<file path="config.mk">
export PLATFORM = sky130hd
export DESIGN_NAME = reaction_round_ctrl
export DESIGN_NICKNAME = d
export VERILOG_FILES = /design/src/rtl/reaction_pkg.sv /design/src/rtl/reaction_delay_gen.sv /design/src/rtl/reaction_round_ctrl.sv
export SDC_FILE = /design/constraint.sdc
export NUM_CORES = 1
export LEC_CHECK = 0
export ABC_AREA = 1
export CORE_MARGIN = 1.5
export CORE_UTILIZATION = 53
export CTS_BUF_LIST = sky130_fd_sc_hd__clkbuf_16
export CTS_CLUSTER_DIAMETER = 60
export DETAILED_ROUTE_END_ITERATION = 6
export PLACE_DENSITY = 0.8
export SLEW_MARGIN = 20
export SYNTH_ARGS = -nofsm -noshare
export SYNTH_HDL_FRONTEND = slang
export SYNTH_HIERARCHICAL = 1
export SYNTH_SLANG_ARGS = --single-unit
</file>
<file path="constraint.sdc">
create_clock -name i_clk -period 1.82 [get_ports i_clk]
set_input_delay 0.182 -clock i_clk [delete_from_list [all_inputs] [get_ports i_clk]]
set_output_delay 0.182 -clock i_clk [all_outputs]
set_load 0.1 [all_outputs]
</file>
<file path="src/rtl/reaction_pkg.sv">
// Shared widths, limits and FSM encodings for the reaction-time round controller.
package reaction_pkg;

    localparam int SCORE_W = 13;
    localparam int DELAY_W = 11;

    localparam logic [SCORE_W-1:0] MAX_SCORE   = 13'd8191;
    localparam logic [SCORE_W-1:0] FOUL_HOLD   = 13'd500;
    localparam logic [DELAY_W-1:0] FIXED_DELAY = 11'd1500;
    localparam logic [DELAY_W-1:0] MIN_DELAY   = 11'd1000;

    localparam logic [2:0] RUN_COUNT_ADDR = 3'd0;
    localparam logic [2:0] NUM_SLOTS      = 3'd7;

    typedef enum logic [2:0] {
        S_IDLE     = 3'd0,
        S_DELAY    = 3'd1,
        S_ARMED    = 3'd2,
        S_WR_SCORE = 3'd3,
        S_WR_COUNT = 3'd4,
        S_FOUL     = 3'd5,
        S_DONE     = 3'd6
    } state_t;

endpackage

</file>
<file path="src/rtl/reaction_delay_gen.sv">
// Loadable 1 ms down-counter for the pre-green delay; o_done is high while the count is zero.
// RANDOM_DELAY_EN adds a free-running 11-bit LFSR that randomises the loaded delay.
module reaction_delay_gen
    import reaction_pkg::*;
(
    input  logic i_clk,
    input  logic i_rst,
    input  logic i_load,
    input  logic i_tick,
    output logic o_done
);

    logic [DELAY_W-1:0] r_cnt;
    logic [DELAY_W-1:0] w_load_val;

`ifdef RANDOM_DELAY_EN
    logic [10:0] r_lfsr;

    // x^11 + x^9 + 1, advanced every clock so the press timing picks the delay
    always_ff @(posedge i_clk) begin
        if (i_rst) begin
            r_lfsr <= 11'h001;
        end else begin
            r_lfsr <= {r_lfsr[9:0], r_lfsr[10] ^ r_lfsr[8]};
        end
    end

    assign w_load_val = MIN_DELAY + {1'b0, r_lfsr[9:0]};
`else
    assign w_load_val = FIXED_DELAY;
`endif

    always_ff @(posedge i_clk) begin
        if (i_rst) begin
            r_cnt <= '0;
        end else if (i_load) begin
            r_cnt <= w_load_val;
        end else if (i_tick && (r_cnt != '0)) begin
            r_cnt <= r_cnt - 1'b1;
        end
    end

    assign o_done = (r_cnt == '0);

endmodule

</file>
<file path="src/rtl/reaction_round_ctrl.sv">
// One reaction round at a time: delay, green, time the hit in ms ticks, commit score then run count.
// RANDOM_DELAY_EN (in reaction_delay_gen) selects a random rather than fixed pre-green delay.
module reaction_round_ctrl
    import reaction_pkg::*;
(
    input  logic               i_clk,
    input  logic               i_rst,
    input  logic               i_tick_1khz,
    input  logic               i_start_pulse,
    input  logic               i_hit_pulse,
    output logic               o_green_led,
    output logic               o_red_led,
    output logic               o_rf_we,
    output logic [2:0]         o_rf_wa,
    output logic [SCORE_W-1:0] o_rf_wd,
    output logic [2:0]         o_run_count,
    output logic [SCORE_W-1:0] o_last_score,
    output logic [SCORE_W-1:0] o_best_score,
    output logic [2:0]         o_state
);

    state_t             r_state;
    state_t             w_next;
    logic [SCORE_W-1:0] r_score;
    logic [SCORE_W-1:0] r_last;
    logic [SCORE_W-1:0] r_best;
    logic [2:0]         r_run_count;
    logic [2:0]         w_run_next;
    logic               w_load;
    logic               w_delay_done;

    assign w_run_next = r_run_count + 3'd1;
    assign w_load     = (r_state == S_IDLE) && i_start_pulse;

    reaction_delay_gen u_delay (
        .i_clk  (i_clk),
        .i_rst  (i_rst),
        .i_load (w_load),
        .i_tick (i_tick_1khz),
        .o_done (w_delay_done)
    );

    always_ff @(posedge i_clk) begin
        if (i_rst) begin
            r_state <= S_IDLE;
        end else begin
            r_state <= w_next;
        end
    end

    always_comb begin
        w_next = r_state;
        case (r_state)
            S_IDLE:     if (i_start_pulse) w_next = S_DELAY;
            S_DELAY: begin
                if (i_hit_pulse)       w_next = S_FOUL;
                else if (w_delay_done) w_next = S_ARMED;
            end
            S_ARMED:    if (i_hit_pulse || (r_score == MAX_SCORE)) w_next = S_WR_SCORE;
            S_WR_SCORE: w_next = S_WR_COUNT;
            S_WR_COUNT: w_next = (w_run_next == NUM_SLOTS) ? S_DONE : S_IDLE;
            S_FOUL:     if (r_score == FOUL_HOLD) w_next = S_IDLE;
            S_DONE:     w_next = S_DONE;
            default:    w_next = S_IDLE;
        endcase
    end

    always_comb begin
        o_green_led = 1'b0;
        o_red_led   = 1'b0;
        o_rf_we     = 1'b0;
        o_rf_wa     = 3'd0;
        o_rf_wd     = '0;
        case (r_state)
            S_ARMED: o_green_led = 1'b1;
            S_FOUL,
            S_DONE:  o_red_led = 1'b1;
            S_WR_SCORE: begin
                o_rf_we = 1'b1;
                o_rf_wa = w_run_next;
                o_rf_wd = r_score;
            end
            S_WR_COUNT: begin
                o_rf_we = 1'b1;
                o_rf_wa = RUN_COUNT_ADDR;
                o_rf_wd = {{(SCORE_W-3){1'b0}}, w_run_next};
            end
            default: ;
        endcase
    end

    // r_score times the reaction in ARMED and the red hold in FOUL; a hit freezes it before any tick
    always_ff @(posedge i_clk) begin
        if (i_rst) begin
            r_score     <= '0;
            r_last      <= '0;
            r_best      <= MAX_SCORE;
            r_run_count <= 3'd0;
        end else begin
            if (w_load || ((r_state == S_DELAY) && i_hit_pulse)) begin
                r_score <= '0;
            end else if ((((r_state == S_ARMED) && !i_hit_pulse) || (r_state == S_FOUL))
                         && i_tick_1khz && (r_score != MAX_SCORE)) begin
                r_score <= r_score + 1'b1;
            end
            if (r_state == S_WR_SCORE) begin
                r_last <= r_score;
                if ((r_score < MAX_SCORE) && (r_score < r_best)) begin
                    r_best <= r_score;
                end
            end
            if (r_state == S_WR_COUNT) begin
                r_run_count <= w_run_next;
            end
        end
    end

    assign o_run_count  = r_run_count;
    assign o_last_score = r_last;
    assign o_best_score = r_best;
    assign o_state      = r_state;

endmodule

</file>
# --- After elaboration in Yosys (flattened, before gate mapping) ---
# Index checks and enable logic that the tools add are counted.
# Widths: inputs -> output; s select.
op_classes:
  mux: 14
  n_eq_ne: 14
  add_sub_neg: 3
  magnitude_cmp: 2
  reduce_logical: 21
op_table:
  columns: ["operator", "n"]
  rows:
  - ["$pmux 13 s2", 1]
  - ["$mux 11", 2]
  - ["$mux 3", 7]
  - ["$pmux 3 s7", 1]
  - ["$add 13x1->13 const B", 1]
  - ["$eq 13x13->1 const B", 1]
  - ["$eq 13x9->1 const B", 1]
  - ["$lt 13x13->1", 1]
  - ["$lt 13x13->1 const B", 1]
  - ["$ne 13x13->1 const B", 1]
  - ["$eq 3x3->1 const B", 4]
  - ["$logic_not 11->1", 1]
  - ["$reduce_bool 11->1", 1]
  - ["$sub 11x1->11 const B", 1]
  - ["$reduce_or 2->1", 4]
  - ["$logic_and 1x1->1", 7]
  - ["$eq 3x2->1 const B", 2]
  - ["$ne 2x2->1 const B", 3]
  - ["$reduce_and 4->1", 1]
  - ["$add 3x1->3 const B", 1]
  - ["$eq 3x1->1 const B", 1]
  - ["$logic_not 3->1", 1]
  - ["$logic_or 1x1->1", 3]
  - ["$mux 1", 3]
  - ["4 further kinds", 4]
totals:
  out_inout_bits: 51
  regBits: 56

# --- Logic depth before layout (Yosys ltp) ---
# Gate-level depths: netlist of run 1.
depth:
  depth_word: 5
  depth_mapped: 13
  mapped_depth_nobuf: 13

# --- Hierarchy ---
# Netlist of run 1, hierarchy kept.
modules_own_cells:
  columns: ["module", "n_inst", "area_per_inst_um2", "seq_area_each_um2", "cells_each"]
  rows:
  - ["reaction_round_ctrl", 1, 2623.8, 900.9, 396]
  - ["reaction_delay_gen", 1, 693.2, 220.2, 115]

# --- Worst setup path before layout of run 1 ---
# No wires, ideal clock.
synth_path:
  path_kind: "register to register"
  from: "register r_state[0], in the netlist o_state[0]"
  to: "register r_last[3], in the netlist o_last_score[3]"
  synth_period_minus_slack_ns: 3.242
  path_buffers: 1
  setup_slack_ns: -1.422
  arrival_time_ns: 3.171
  stages_incl_launch_ff: 8
  path_cell_list: "dfxtp_1 > inv_2 > nor2_4 > nand2_4 > clkbuf_1 > nor2_1 > inv_1 > a21oi_1"
synth_between:
  elab_chain_cells: 1
synth_lines:
  columns: ["element", "line_no", "source"]
  rows:
  - ["start: declaration", "reaction_round_ctrl.sv:22", "state_t r_state;"]
  - ["start signal: assignment", "reaction_round_ctrl.sv:47", "r_state <= w_next;"]
  - ["$eq 3x2->1", "reaction_round_ctrl.sv:106", "if (r_state == S_WR_SCORE) begin"]
  - ["end signal: assignment", "reaction_round_ctrl.sv:107", "r_last <= r_score;"]
  - ["end: declaration", "reaction_round_ctrl.sv:25", "logic [SCORE_W-1:0] r_last;"]
# No other way between the ends.
# A chain may end at the register's enable or synchronous reset.

# --- Worst setup path in the final report of run 1 ---
layout_path:
  from: "register r_state[0], in the netlist o_state[0]"
  to: "output port o_rf_wd[6]"
layout_between:
  elab_chain_cells: 2
  word_cells_on_any_way: 3
  cone_classes: "eq/ne (2); mux (1)"
layout_lines:
  columns: ["element", "line_no", "source"]
  rows:
  - ["$eq 3x3->1 or $eq 3x2->1 (tied branches)", "reaction_round_ctrl.sv:74", "case (r_state)"]
  - ["$pmux 13 s2 (*)", "reaction_round_ctrl.sv:74", null]
  - ["end: declaration", "reaction_round_ctrl.sv:15", "output logic [SCORE_W-1:0] o_rf_wd,"]
# Mark *: on every way between the ends. The rest lies on a longest branch, timed or not.

==> results of run 1 <==
[cells in the final DEF, fill, tap and decap left out, types with 6 or more instances in the layout]
master / Yosys / layout
a21oi_1: 43 / 43
buf_12: 0 / 21
dfxtp_4: 0 / 17
nand2_1: 146 / 135
ha_1: 17 / 15
xor2_1: 8 / 8
nor3_1: 7 / 7
nor2_4: 3 / 16
buf_4: 0 / 59
dfxtp_1: 56 / 35
nor2_1: 51 / 38
nand3_1: 50 / 49
nor2_2: 6 / 6
inv_1: 73 / 70
nand2_2: 3 / 11
[power breakdown]
part	switching (W)	internal [W]	total, W	leakage (nW)
Clock	0.000430	0.000497	0.000927	0.0738
Combinational	0.00101	0.000468	0.00148	1.67
Sequential	0.000129	0.00133	0.00146	0.458
Total	0.00157	0.00230	0.00386	2.20
[worst paths after layout]
path,endpoint,slack [ns],depth (start not counted)
max,o_rf_wd[6],0.03,7
min,o_last_score[2]$_SDFFE_PP0P_,0.47,2
max reg2reg,o_best_score[3]$_SDFFE_PP1P_,0.11,10
min reg2reg,o_last_score[2]$_SDFFE_PP0P_,0.47,2
[flip-flops by register name (all words and copies together) (netlist names)]
| name | flops |
|---|---|
| r_score | 13 |
| o_state | 3 |
| u_delay/r_cnt | 11 |
| o_run_count | 3 |
| o_best_score | 13 |
| o_last_score | 13 |
[cell type report]
cell class,count,area [um2],share of cell area
sequential,56,1190,0.2589
multi-input combinational,360,1972,0.4291
tap,75,93.84,0.02042
timing repair buffer,84,903.4,0.1966
inverter,77,300.3,0.06534
clock inverter,3,11.26,0.002450
clock buffer,5,125.1,0.02723
[metal layers]
metal / share of wire / track usage
met1: 0.44 / 0.3544
met2: 0.48 / 0.4893
met3: 0.069 / 0.05495
met4: 0.019 / 0.05593
met5: 0 / 0
[logic make-up (layout without fill, tap and decap cells)]
family / after synthesis / after routing / synth area share
compound gates: 53 / 53 / 0.08261
xor+xnor: 10 / 10 / 0.02641
fa+ha+maj: 17 / 17 / 0.06413
buf+inv: 95 / 169 / 0.1181
flops: 56 / 56 / 0.3380
simple gates: 280 / 280 / 0.3708
[repair_timing]
| item | CTS | global route |
|---|---|---|
| pin swaps | 0 | 2 |
| gates resized for setup | 3 | 13 |
| buffers inserted | 0 | 2 |
| endpoints found under the setup margin | 14 | 24 |
[per-stage QoR]
stage / cells / worst slack (ns)
4_1_cts: 658 / 0.006733
5_1_grt: 660 / -0.001341
6_report: 660 / 0.03012
3_3_place_gp: 650 / 0.09552
3_5_place_dp: 650 / -0.01963
2_1_floorplan: 511 / -0.2382
[worst reg2reg max path: cells and delay by family (launching register included)]
| family | cells | cell delay [ns] |
|---|---|---|
| buf+inv | 2 | 0.24 |
| fa+ha+maj | 1 | 0.31 |
| simple gates | 7 | 0.75 |
| flops | 1 | 0.35 |
==> results.ini, run 1 <==
[timing]
slew-limit-headroom=0.7693
rsz0062_at_grt=yes
tns_ns=0
fmax_ghz=0.5587
worstMarginPinSlew_ns=0.3429
period_share=0.9834
finalMaxSlewViolations=0
finalCriticalPeriod_ns=1.790
whs_ns=0.4666
setup_viol=0
hold_viol_final=0
finClkSkew_ns=0.003642

[clocking]
clkLatencyLatePin_ns=0.29
cts_tree=built
cts_buffers=5
clkTransAtPathRegs_ns=0.07
root_buffer=clkbuf_16
cts.sinks=56
cts_buffer_depth=2
postCtsHoldBufs=0
htreeDepth=2

[synth]
ys_ff_latch=56
synth_common_cells=146 x nand2_1, 73 x inv_1, 56 x dfxtp_1
synth_top_area_cell=dfxtp_1
synth_edf_count=0
synth_cell_types=32
yosysWarnings=6
async_reset_ff_frac=0
syn_area_per_cell_um2=6.491
yosysTopAreaCellShare=0.3380
netlist_area_um2=3317
seq_area_frac_synth=0.3380
synthCells=511
yosysMostFrequentCell=nand2_1
ys_top_cells_by_area=dfxtp_1 34%, nand2_1 17%, inv_1 8.3%, nand3_1 7.5%, a21oi_1 6.5%
syn_nets=533
synth_ff_type=dfxtp_1

[floorplanning]
die_w_um=82.11
rows=28
die_h_um=82.11
die-area_um2=6742
start_util=0.5537
top_level_ports=56
coreArea_um2=5991

[critical_path]
crit_start=o_state[0]$_SDFFE_PP0P_
cp_common_cell=clkinvlp_4
timing.rr.start=o_best_score[12]$_SDFFE_PP1P_
endpoint_kind=primary output
crit_path_cell_trace=inv_2 -> nor2_4 -> nand2_4 -> clkinvlp_4 -> nand2_1 -> clkinvlp_4 -> buf_12
crit_family=buffers and inverters
cp_slowest_cell=dfxtp_4
cp.arrival_ns=1.61
path_class=register to primary output
start_kind=register
crit_fanout=7
critPathMaxStageDelay_ns=0.37
crit_required_ns=1.64
worst-path-buf-inv=4

[cells_and_area]
fin_area_um2=4596
n_antenna_cell=0
layout-drive-gt1-share=0.2718
syn2layout_area_growth_pct=38.55
layout.nets=606
fin_util=0.7671
fill_cells=464

[job]
drv_cap=0

[placement]
dp_hpwl_um=6943
place.gp.congestion=0.8772
dpl-instance-area_um2=4390
port-buffer-count=55

[global_routing]
first_global_vias=3248
grt.overflow.total=0
grt_max_degree=27
grt_pass1_wl_um=14580
grtUsageTotal=0.2789
antenna_found_initial=0

[detailed_routing]
vias=3487
final_antenna_net_count=0
routed_wl_um=8969
drc=0
drt_iter0_markers=218
avgViaCountPerCell=5.283
firstDrtPassIters=7
wire_per_inst_um=13.59

[pwr]
finalPower_w=0.003862
power_density_nw_per_um2=840.3
power.leakage_nw=2.204
vdd_drop_max_v=0.0006049

[min_path]
min_from=o_last_score[2]$_SDFFE_PP0P_
worstHoldPathType=register to register

[status]
outcome=completed

(Power assumes the default switching activity.)
==> run 2, diff against run 1 <==
- ABC_AREA: 1 -> not set
- RECOVER_POWER: not set -> 100
- SKIP_CTS_REPAIR_TIMING: not set -> 1
==> run 2 against run 1 <==
Net effect: the flow now finishes with violations (setup timing); cell area about the same; routed wire length fell by 0.48%; utilization up 1.8 points; non-clock buffer count grew 18; die area decreased by 3.7%; via count shrank 9.4%; critical path depth fell by 2; sequential cell count is the same; clock power is 9% higher; register-to-register slack lost 0.11 ns; critical path type unchanged; critical endpoint is now o_rf_wd[11]; largest cell class unchanged.
==> results.ini, run 2 <==
[status]
outcome=finished with violations
violations=setup timing

[pwr]
p_comb_frac=0.270
vdd_drop_max_v=0.0006139
power.leakage_nw=1.798
p_switching_w=0.001092
p_clk_frac=0.308
seqPwrFrac=0.422
p_int_w=0.002173
power_density_nw_per_um2=710.7
switching_share=0.3345

[critical_path]
crit_start=o_state[0]$_SDFFE_PP0P_
r2r_slack_ns=0
path_class=register to primary output
cp.arrival_ns=1.66
endpoint_kind=primary output
start_kind=register
timing.rr.start=u_delay/r_cnt[5]$_SDFFE_PP0P_
worstReg2RegEnd=u_delay/r_cnt[10]$_SDFFE_PP0P_
crit_end=o_rf_wd[11]
worstRegToRegCells=4
crit_required_ns=1.64
crit_fanout=11

[placement]
dp_hpwl_um=5925
place.gp.congestion=0.8761
port-buffer-count=55

[timing]
period_share=1.011
tns_ns=-0.03933
hold_viol_final=0
finClkSkew_ns=0.008183
fmax_ghz=0.5434
worstMarginPinSlew_ns=0.5802
finalMaxSlewViolations=0
setup_ws_ns=-0.02014
finalCriticalPeriod_ns=1.840
setup_viol=5
rsz0062_at_grt=yes
slew-limit-headroom=0.6149

[synth]
synth_edf_count=0
yosysTopAreaCellShare=0.3515
synth_cell_types=55
syn_area_per_cell_um2=8.115
synthCells=393
synth_top_family_by_area=simple AND/OR/NAND/NOR gates
synth_top_area_cell=dfxtp_1
ys_ff_latch=56
seq_area_frac_synth=0.3515
synth_mux_area_frac=0.05022
syn_nets=415
yosysWarnings=6
synth_common_cells=59 x nor2_1, 56 x dfxtp_1, 39 x nand2_1
netlist_area_um2=3189
synth_fa_ha_area_frac=0.06669
ys_top_cells_by_area=dfxtp_1 35%, nor2_1 6.9%, ha_1 6.7%, mux2i_1 5.0%, a21oi_1 4.7%
synth_ff_type=dfxtp_1
yosys.area_share.simple=0.2691
synth_compound_area_frac=0.1377
synth_xor_area_frac=0.03570
yosysMostFrequentCell=nor2_1
async_reset_ff_frac=0

[floorplanning]
top_level_ports=56
rows=28
die_h_um=80.57
die-area_um2=6492
start_util=0.5451
die_w_um=80.57
coreArea_um2=5851

[cells_and_area]
fill_cells=369
layout_commonest_cell=nor2_1
syn2layout_area_growth_pct=44.06
layout-drive-gt1-share=0.4038
final_cell_mix=56 x nor2_1, 50 x buf_4, 37 x nand2_1
n_antenna_cell=0
layout.nets=499
fin_util=0.7853

[global_routing]
grt_pass1_wl_um=13460
grt_max_degree=26
first_global_vias=2862
grtUsageTotal=0.2607
antenna_found_initial=0
grt.overflow.total=0

[min_path]
worstHoldPathType=primary input to register

[clocking]
cts_buffers=5
root_buffer=clkbuf_16
cts.sinks=56
clkTransAtPathRegs_ns=0.08
cts_tree=built
htreeDepth=2
cts_buffer_depth=2
clkLatencyLatePin_ns=0.30

[detailed_routing]
drt_iter0_markers=181
wire_per_inst_um=16.14
vias=3159
firstDrtPassIters=5
final_antenna_net_count=0
routed_wl_um=8926
avgViaCountPerCell=5.712
drc=0

[job]
drv_cap=0

==> run 2: cell types whose count changed in the layout (fill, tap and decap cells not counted), sizes merged, moves of 7 or more <==
cell      before  now
buf           80   73
xnor2          2   13
clkbuf         5   31
clkinvlp       3   11
a21oi         43   30
nand3         51    4
mux2i          0   16
xor2           8    0
nor4           1   11
nand2        151   39
inv           75   28
==> run 2: through the flow <==
| step | hold slack (ns) | instance area, um2 | worst slack, ns | total power (W) | std cells |
|---|---|---|---|---|---|
| 2_1_floorplan | 0.3879 | 3462 | -0.1748 | 0.001947 | 393 |
| 4_1_cts | 0.2448 | 4516 | -0.1540 | 0.003174 | 546 |
| 3_3_place_gp | 0.4434 | 4363 | 0.02376 | 0.002181 | 538 |
| 3_5_place_dp | 0.4507 | 4363 | -0.03153 | 0.002197 | 538 |
| 5_1_grt | 0.2702 | 4594 | -0.06921 | 0.003406 | 553 |
| 6_report | 0.2469 | 4594 | -0.02014 | 0.003265 | 553 |
==> run 2: cells by family (layout without fill, tap and decap cells) <==
family                   after synthesis  in the layout
AND/OR/NAND/NOR                      162            163
AO/OA/AOI/OAI                         66             66
adder cells (fa/ha/maj)               17             17
flip-flops                            56             56
buffers and inverters                 63            147
XOR/XNOR                              13             13
multiplexers                          16             16
==> run 2: per-layer routing <==
metal | up-vias | share of wire | wire length (um) | global-route usage
li1 | 1522 | - | - | -
met1 | 1488 | 0.42 | 3705 | 0.3433
met5 | - | 0 | 0 | 0
met2 | 125 | 0.50 | 4489 | 0.4412
met4 | 0 | 0.025 | 226 | 0.07931
met3 | 24 | 0.057 | 506 | 0.03409
==> run 2: how the worst min path moves through the flow <==
stage | from | endpoint | slack, ns | depth (start not counted)
2_1_floorplan | i_rst | u_delay/r_cnt[5]$_SDFFE_PP0P_ | 0.39 | 3
3_3_place_gp | o_last_score[2]$_SDFFE_PP0P_ | o_last_score[2]$_SDFFE_PP0P_ | 0.44 | 2
3_5_place_dp | o_last_score[6]$_SDFFE_PP0P_ | o_last_score[6]$_SDFFE_PP0P_ | 0.45 | 2
4_1_cts | i_rst | o_state[0]$_SDFFE_PP0P_ | 0.24 | 2
5_1_grt | i_rst | u_delay/r_cnt[1]$_SDFFE_PP0P_ | 0.27 | 2
6_report | i_rst | u_delay/r_cnt[3]$_SDFFE_PP0P_ | 0.25 | 2
==> run 2: power groups by stage <==
stage                     logic (W)  registers, W  clock network, W
final                      0.000882       0.00138           0.00101
after global placement     0.000787       0.00139                 0
after CTS                  0.000801       0.00137           0.00100
after detailed placement   0.000798       0.00140                 0
after floorplan            0.000464       0.00148                 0
after global routing       0.000943       0.00139           0.00108
==> run 2: cell type report <==
cell class,instances,area [um2],area share
tap,75,93.84,0.02042
clock buffer,5,125.1,0.02723
inverter,37,178.9,0.03894
clock inverter,3,27.53,0.005991
multi-input combinational,275,2002,0.4357
timing repair buffer,102,972.2,0.2116
sequential,56,1195,0.2601
==> run 2: critical path: stages (launching register included) <==
cell	delay (ns)
dfxtp_4	0.43
nor2b_4	0.26
and2_4	0.22
nand2_1	0.15
clkinvlp_4	0.13
buf_12	0.17
